==> config.mk <==
export PLATFORM = sky130hd
export DESIGN_NAME = agc_window_accumulator
export DESIGN_NICKNAME = d
export VERILOG_FILES = /design/src/rtl/agc_window_accumulator.sv
export SDC_FILE = /design/constraint.sdc
export NUM_CORES = 1
export LEC_CHECK = 0
export BUFFER_PORTS_ARGS = -buffer_cell sky130_fd_sc_hd__buf_2
export CORE_MARGIN = 2
export CORE_UTILIZATION = 35
export DETAILED_ROUTE_END_ITERATION = 10
export GPL_ROUTABILITY_DRIVEN = 0
export PLACE_DENSITY = 0.54
export SYNTH_ARGS = -nofsm -noshare
export SYNTH_HDL_FRONTEND = slang
export SYNTH_SLANG_ARGS = --single-unit
==> constraint.sdc <==
create_clock -name clk_i -period 36.9 [get_ports clk_i]
set_input_delay 7.38 -clock clk_i [delete_from_list [all_inputs] [get_ports clk_i]]
set_output_delay 7.38 -clock clk_i [all_outputs]
set_load 0.05 [all_outputs]
==> src/rtl/agc_window_accumulator.sv <==
// agc_window_accumulator
// Accumulates the per-lane GT/LT threshold flags and the 4-bit symmetric
// magnitudes of one channel over a programmable window of clocks. At the end
// of the window it publishes:
//   - the GT count and the LT count
//   - their sum and their difference
//   - the sum of (2*abs+1)^2
// The results stay stable until the next accepted start.
//
// Ports:
//   clk_i, rst_i        clock, synchronous active-high reset
//   gt_i, lt_i, abs_i   per-lane flags and magnitudes (lane k = abs_i[4k +: 4])
//   en_i                data valid; low masks every lane to zero contribution
//   period_i, start_i   window length in clocks, single-cycle start request
//   busy_o, done_o      window running or draining / results valid (level)
//   ovf_o               sticky saturation flag for the current window
//   gt_count_o, lt_count_o, sum_o, diff_o, sqsum_o   window results
//
// state    | meaning
// ---------+--------------------------------------------------------------
// ST_IDLE  | after reset, no results yet
// ST_RUN   | sampling inputs, remaining_q counts window clocks down
// ST_DRAIN | pipeline flushing into the accumulators, drain_q counts down
// ST_DONE  | results published and held until the next accepted start
module agc_window_accumulator #(
    parameter int NSAMP       = 8,
    parameter int CNT_BITS    = 24,
    parameter int SQ_BITS     = 36,
    parameter int PERIOD_BITS = 24
) (
    input  logic                   clk_i,
    input  logic                   rst_i,
    input  logic [NSAMP-1:0]       gt_i,
    input  logic [NSAMP-1:0]       lt_i,
    input  logic [4*NSAMP-1:0]     abs_i,
    input  logic                   en_i,
    input  logic [PERIOD_BITS-1:0] period_i,
    input  logic                   start_i,
    output logic                   busy_o,
    output logic                   done_o,
    output logic                   ovf_o,
    output logic [CNT_BITS-1:0]    gt_count_o,
    output logic [CNT_BITS-1:0]    lt_count_o,
    output logic [CNT_BITS:0]      sum_o,
    output logic [CNT_BITS:0]      diff_o,
    output logic [SQ_BITS-1:0]     sqsum_o
);

    localparam int POP_W = $clog2(NSAMP + 1);
    localparam int SQL_W = 10;                          // (2*15+1)^2 = 961
    localparam int SQS_W = SQL_W + $clog2(NSAMP) + 1;
    localparam int CW1   = CNT_BITS + 1;
    localparam int SQW1  = SQ_BITS + 1;

    typedef enum logic [1:0] {ST_IDLE, ST_RUN, ST_DRAIN, ST_DONE} state_t;

    state_t                 state_q, state_d;
    logic [PERIOD_BITS-1:0] remaining_q, remaining_d;
    logic [1:0]             drain_q, drain_d;

    logic [NSAMP-1:0]       s1_gt_q, s1_gt_d, s1_lt_q, s1_lt_d, s1_vld_q, s1_vld_d;
    logic [4*NSAMP-1:0]     s1_abs_q, s1_abs_d;
    logic [POP_W-1:0]       s2_gtn_q, s2_gtn_d, s2_ltn_q, s2_ltn_d;
    logic [SQS_W-1:0]       s2_sq_q, s2_sq_d;

    logic [CNT_BITS-1:0]    acc_gt_q, acc_gt_d, acc_lt_q, acc_lt_d;
    logic [SQ_BITS-1:0]     acc_sq_q, acc_sq_d;
    logic                   ovf_q, ovf_d;

    logic [CNT_BITS-1:0]    gt_out_q, gt_out_d, lt_out_q, lt_out_d;
    logic [CNT_BITS:0]      sum_q, sum_d, diff_q, diff_d;
    logic [SQ_BITS-1:0]     sq_out_q, sq_out_d;

    logic                   accept;
    logic [4:0]             lane_odd;
    logic [SQL_W-1:0]       lane_sq;
    logic [CW1-1:0]         gt_sum, lt_sum;
    logic [SQW1-1:0]        sq_sum;

    assign accept = start_i && (period_i != '0) &&
                    (state_q == ST_IDLE || state_q == ST_DONE);

    // Control FSM and result publication
    always_comb begin
        state_d     = state_q;
        remaining_d = remaining_q;
        drain_d     = drain_q;
        gt_out_d    = gt_out_q;
        lt_out_d    = lt_out_q;
        sum_d       = sum_q;
        diff_d      = diff_q;
        sq_out_d    = sq_out_q;
        unique case (state_q)
            ST_IDLE, ST_DONE: begin
                if (accept) begin
                    state_d     = ST_RUN;
                    remaining_d = period_i;
                    gt_out_d    = '0;
                    lt_out_d    = '0;
                    sum_d       = '0;
                    diff_d      = '0;
                    sq_out_d    = '0;
                end
            end
            ST_RUN: begin
                remaining_d = remaining_q - 1'b1;
                if (remaining_q == PERIOD_BITS'(1)) begin
                    state_d = ST_DRAIN;
                    drain_d = 2'd3;
                end
            end
            ST_DRAIN: begin
                // The accumulators settle while drain_q is still counting.
                // Publishing one clock after it reaches zero gives a
                // start-to-done latency of period + 4.
                if (drain_q == 2'd0) begin
                    state_d  = ST_DONE;
                    gt_out_d = acc_gt_q;
                    lt_out_d = acc_lt_q;
                    sq_out_d = acc_sq_q;
                    sum_d    = CW1'(acc_gt_q) + CW1'(acc_lt_q);
                    diff_d   = CW1'(acc_gt_q) - CW1'(acc_lt_q);
                end else begin
                    drain_d = drain_q - 1'b1;
                end
            end
            default: state_d = ST_IDLE;
        endcase
    end

    // Stage 1: masked input capture.
    // Lanes captured outside RUN are forced invalid, so the pipeline carries
    // zeros whenever no window is sampling.
    always_comb begin
        s1_vld_d = {NSAMP{en_i && (state_q == ST_RUN)}};
        s1_gt_d  = gt_i & s1_vld_d;
        s1_lt_d  = lt_i & s1_vld_d;
        s1_abs_d = '0;
        for (int k = 0; k < NSAMP; k++) begin
            if (s1_vld_d[k]) s1_abs_d[4*k +: 4] = abs_i[4*k +: 4];
        end
    end

    // Stage 2: popcounts and the sum of squares across lanes.
    // An invalid lane must add 0 to the square sum, not (2*0+1)^2 = 1.
    always_comb begin
        s2_gtn_d = '0;
        s2_ltn_d = '0;
        s2_sq_d  = '0;
        lane_odd = '0;
        lane_sq  = '0;
        for (int k = 0; k < NSAMP; k++) begin
            s2_gtn_d = s2_gtn_d + POP_W'(s1_gt_q[k]);
            s2_ltn_d = s2_ltn_d + POP_W'(s1_lt_q[k]);
            lane_odd = {s1_abs_q[4*k +: 4], 1'b1};
            lane_sq  = SQL_W'(lane_odd) * SQL_W'(lane_odd);
            if (s1_vld_q[k]) s2_sq_d = s2_sq_d + SQS_W'(lane_sq);
        end
    end

    // Stage 3: saturating accumulators
    always_comb begin
        gt_sum = {1'b0, acc_gt_q} + CW1'(s2_gtn_q);
        lt_sum = {1'b0, acc_lt_q} + CW1'(s2_ltn_q);
        sq_sum = {1'b0, acc_sq_q} + SQW1'(s2_sq_q);
        if (accept) begin
            acc_gt_d = '0;
            acc_lt_d = '0;
            acc_sq_d = '0;
            ovf_d    = 1'b0;
        end else begin
            acc_gt_d = gt_sum[CNT_BITS] ? '1 : gt_sum[CNT_BITS-1:0];
            acc_lt_d = lt_sum[CNT_BITS] ? '1 : lt_sum[CNT_BITS-1:0];
            acc_sq_d = sq_sum[SQ_BITS]  ? '1 : sq_sum[SQ_BITS-1:0];
            ovf_d    = ovf_q | gt_sum[CNT_BITS] | lt_sum[CNT_BITS] | sq_sum[SQ_BITS];
        end
    end

    always_ff @(posedge clk_i) begin
        if (rst_i) begin
            state_q     <= ST_IDLE;
            remaining_q <= '0;
            drain_q     <= '0;
            s1_gt_q     <= '0;
            s1_lt_q     <= '0;
            s1_vld_q    <= '0;
            s1_abs_q    <= '0;
            s2_gtn_q    <= '0;
            s2_ltn_q    <= '0;
            s2_sq_q     <= '0;
            acc_gt_q    <= '0;
            acc_lt_q    <= '0;
            acc_sq_q    <= '0;
            ovf_q       <= 1'b0;
            gt_out_q    <= '0;
            lt_out_q    <= '0;
            sum_q       <= '0;
            diff_q      <= '0;
            sq_out_q    <= '0;
        end else begin
            state_q     <= state_d;
            remaining_q <= remaining_d;
            drain_q     <= drain_d;
            s1_gt_q     <= s1_gt_d;
            s1_lt_q     <= s1_lt_d;
            s1_vld_q    <= s1_vld_d;
            s1_abs_q    <= s1_abs_d;
            s2_gtn_q    <= s2_gtn_d;
            s2_ltn_q    <= s2_ltn_d;
            s2_sq_q     <= s2_sq_d;
            acc_gt_q    <= acc_gt_d;
            acc_lt_q    <= acc_lt_d;
            acc_sq_q    <= acc_sq_d;
            ovf_q       <= ovf_d;
            gt_out_q    <= gt_out_d;
            lt_out_q    <= lt_out_d;
            sum_q       <= sum_d;
            diff_q      <= diff_d;
            sq_out_q    <= sq_out_d;
        end
    end

    assign busy_o     = (state_q == ST_RUN) || (state_q == ST_DRAIN);
    assign done_o     = (state_q == ST_DONE);
    assign ovf_o      = ovf_q;
    assign gt_count_o = gt_out_q;
    assign lt_count_o = lt_out_q;
    assign sum_o      = sum_q;
    assign diff_o     = diff_q;
    assign sqsum_o    = sq_out_q;

endmodule

==> results by group <==
Layout
  • Final nets: 3,051
  • Layout area overhead: 14.7%
  • Layout cells sized above 1: 12.2%
  • Filler cell count: 6,140

Clock network
  • Root Driver: clkbuf_16
  • Worst-Skew Late Latency: 0.57 ns
  • CTS clock-pin slew for the worst setup and hold paths: 0.06 ns
  • CTS tree: built
  • Quantity of gates resized following cts: 0
  • Hold_buf cts: 0
  • H-tree level count: 2
  • Num CTS Buffers: 40
  • Maximum clock path buffer count: 3
  • Clock sinks: 315
  • Setup Buffers After CTS: 0

Setup path
  • Flop2flop setup slack: 17.11 ns
  • CP max stage cell: fa_1
  • Crit path required time: 37.36 ns
  • CP startpoint kind: flop
  • CP Max Fanout: 9
  • Most frequent cell on the critical path: fa_1
  • Max stage delay on crit path: 0.55 ns
  • Critical path class: flop to flop
  • Type of destination of the critical path: flop
  • WP data arrival: 20.24 ns

Timing
  • Final Hold Fails: 0
  • Fin crit share: 53.6%
  • PnR worst setup slack: 17.11 ns
  • Worst Clk Skew: 0.0182 ns
  • Final slew viol count: 0
  • Actual slew at the worst max-slew pin: 1.10 ns
  • Rel. slew slack: 26.7%
  • Fmax: 50.5 MHz
  • Fin crit period: 19.79 ns
  • Setup TNS: 0 ns
  • Setup Viol. Count Final: 0
  • RSZ-0062 raised after global routing: false

Synthesis
  • #FFs+latches synth: 315
  • Unique masters post-synth: 90
  • Sequential area share after synthesis: 29.5%
  • Syn Inst Count: 2,489
  • Top_reg_cell synth: dfxtp_1
  • Syn Nets: 2,893
  • Synth Cell Area: 21,400 sq um
  • Avg Cell Area, Syn: 8.58 sq um
  • Asr flop ratio synth: 0%
  • Synthesis Warnings: 0
  • Post-synth EDFFs: 0

Global routing
  • First-pass GRT wire length: 88,000 um
  • GRT Resource Usage Total: 16.8%
  • Initial antenna violation count: 2
  • Largest net degree at the start of global routing: 96
  • GRT overflow: 0
  • Vias in the first global route: 17.6k

Route
  • Initial DRC Count: 819
  • Via density: 5.09
  • First-pass DRT Iterations: 4
  • DR vias: 17.6k
  • Wire per inst: 15.4 um
  • Antenna viol nets, final: 0
  • Met2 Wirelength: 25,600 um
  • Overall routed net length: 53,300 um
  • DRC: 0
  • Max Used Layer: met5
  • WL met1: 24,300 um
  • DR WL met3: 2190 um

Run
  • Max cap viols: 0

Hold path
  • Hold Path Class: flop to flop

Power
  • LEAKAGE: 11.3 nW
  • Power density over the cells: 43.8 nW/um^2
  • VDD IR-drop max: 0.0563 mV

Floorplan
  • Row cnt: 90
  • IO Pins: 213
  • Core Box Area: 60,400 sq um
  • Die W: 251 um
  • Die Span Y: 251 um
  • Die area: 63,000 sq um
  • Starting Density: 35.4%

Place
  • Dpl ws: 16.98 ns
  • I/O Buffers: 212
  • Dpl hpwl: 39,900 um

Run status
  • Status: finished, final reports clean
[area by class of cell]
type / instances / area (sq um) / area share, %
multi-input cells: 1783 / 13600 / 55.6
clock inverters: 15 / 219 / 0.894
diodes: 1 / 2.50 / 0.0102
flip-flops and latches: 315 / 6310 / 25.8
inverters: 285 / 1070 / 4.37
clock buffers: 56 / 1160 / 4.75
repair buffers: 222 / 1140 / 4.65
well taps: 782 / 978 / 4.00
[power by group]
part | internal, mW | switching (mW)
Clock | 0.249 | 0.159
Combinational | 0.0802 | 0.205
Sequential | 0.360 | 0.0198
Total | 0.688 | 0.383
[per-stage QoR]
step / util [%] / power [mW] / instances / instance area (sq um) / hold slack (ns)
6_report: 40.6 / 1.07 / 3459 / 24500 / 0.457
3_3_place_gp: 38.3 / 0.666 / 3387 / 23100 / 0.440
3_5_place_dp: 38.3 / 0.674 / 3387 / 23100 / 0.442
5_1_grt: 40.6 / 1.14 / 3458 / 24500 / 0.476
2_1_floorplan: - / 0.596 / 2489 / 21400 / 0.438
4_1_cts: 40.6 / 1.09 / 3458 / 24500 / 0.457
[cells in the mapped netlist, types with 4 or more instances]
cell type	n	area share [%]
o21ai_0	66	1.5
or2_2	9	0.26
a21oi_1	179	4.2
and3_1	21	0.62
fa_1	93	8.7
or4_1	4	0.14
nor3b_1	7	0.25
nand4_1	16	0.47
a221o_1	4	0.19
clkbuf_1	98	1.7
and2_1	75	2.2
xnor2_1	90	3.7
buf_2	4	0.094
xor2_1	51	2.1
nor2b_1	31	0.91
nand3_1	37	0.87
nor2_1	268	4.7
o31ai_1	6	0.21
o211ai_1	10	0.35
o32ai_1	5	0.21
a22oi_1	115	4.0
nor3_1	50	1.2
o21a_1	8	0.28
or3_1	11	0.32
a21o_1	45	1.6
inv_1	283	5.0
mux2i_1	6	0.28
a21boi_0	6	0.21
o21bai_1	18	0.63
o22ai_1	9	0.26
nand2_1	127	2.2
a31oi_1	9	0.26
ha_1	235	14
nor4_1	16	0.47
nand2b_1	27	0.79
nand3b_1	4	0.14
dfxtp_1	315	30
a211oi_1	46	1.6
[flip-flops by register name, indices dropped and copies added, names as in the netlist]
signal       count
acc_gt_q        24
s1_lt_q          8
ovf_o            1
diff_o          24
acc_lt_q        24
lt_count_o      24
s1_gt_q          8
state_q          2
s2_gtn_q         4
s2_ltn_q         4
s1_abs_q        32
gt_count_o      24
drain_q          2
s2_sq_q         12
sum_o           25
acc_sq_q        36
s1_vld_q         1
remaining_q     24
sqsum_o         36
[critical path: cells and delay by family, from the launching register on]
kind / cells / cell delay (ns)
adder cells (fa/ha/maj): 32 / 15.48
multiplexers: 2 / 0.47
buffers and inverters: 11 / 0.74
AND/OR/NAND/NOR: 11 / 1.21
AO/OA/AOI/OAI: 6 / 1.26
flip-flops: 1 / 0.50
[cells in the final DEF, fill, tap and decap left out, drive strengths merged, types with 7 or more instances in the layout]
cell type / netlist / layout
o22ai: 9 / 9
nand2: 127 / 127
a21oi: 180 / 180
xnor2: 92 / 92
buf: 8 / 222
or2: 10 / 10
clkbuf: 98 / 56
nor3b: 7 / 7
nor2b: 31 / 31
a31oi: 9 / 9
a22oi: 116 / 116
nor4: 16 / 16
a21o: 47 / 47
fa: 93 / 93
nand2b: 27 / 27
o21a: 9 / 9
nor3: 52 / 52
xor2: 52 / 52
or3: 12 / 12
dfxtp: 315 / 315
ha: 235 / 235
o21ai: 70 / 70
and2: 75 / 75
o211ai: 10 / 10
clkinv: 2 / 10
and3: 21 / 21
inv: 283 / 283
a211oi: 46 / 46
nand3: 37 / 37
o21bai: 18 / 18
nor2: 268 / 268
nand4: 16 / 16
[metal layers]
layer	track usage, %	vias to the layer above
li1	-	8814
met3	2.61	70
met1	21.4	8421
met2	29.5	313
met4	4.85	2
met5	0	-
[logic make-up (layout without fill, tap and decap cells)]
logic type | count (synthesis) | in the layout | synth area share, %
flip-flops | 315 | 315 | 29.5
AND/OR/NAND/NOR | 716 | 716 | 16.2
AO/OA/AOI/OAI | 588 | 588 | 18.6
XOR/XNOR | 144 | 144 | 6.01
adder cells (fa/ha/maj) | 328 | 328 | 22.5
multiplexers | 7 | 7 | 0.334
buffers and inverters | 391 | 578 | 6.91
other | 0 | 1 | 0
[path summary, 6_finish.rpt]
path                                     to  cells after the start         from
worst max-delay path            s2_sq_q[13]                     62  s1_abs_q[2]
worst min-delay path             diff_o[23]                      2   diff_o[23]
worst min register to register   diff_o[23]                      2   diff_o[23]
worst max register to register  s2_sq_q[13]                     62  s1_abs_q[2]
Power figures use the tool's default switching activity.
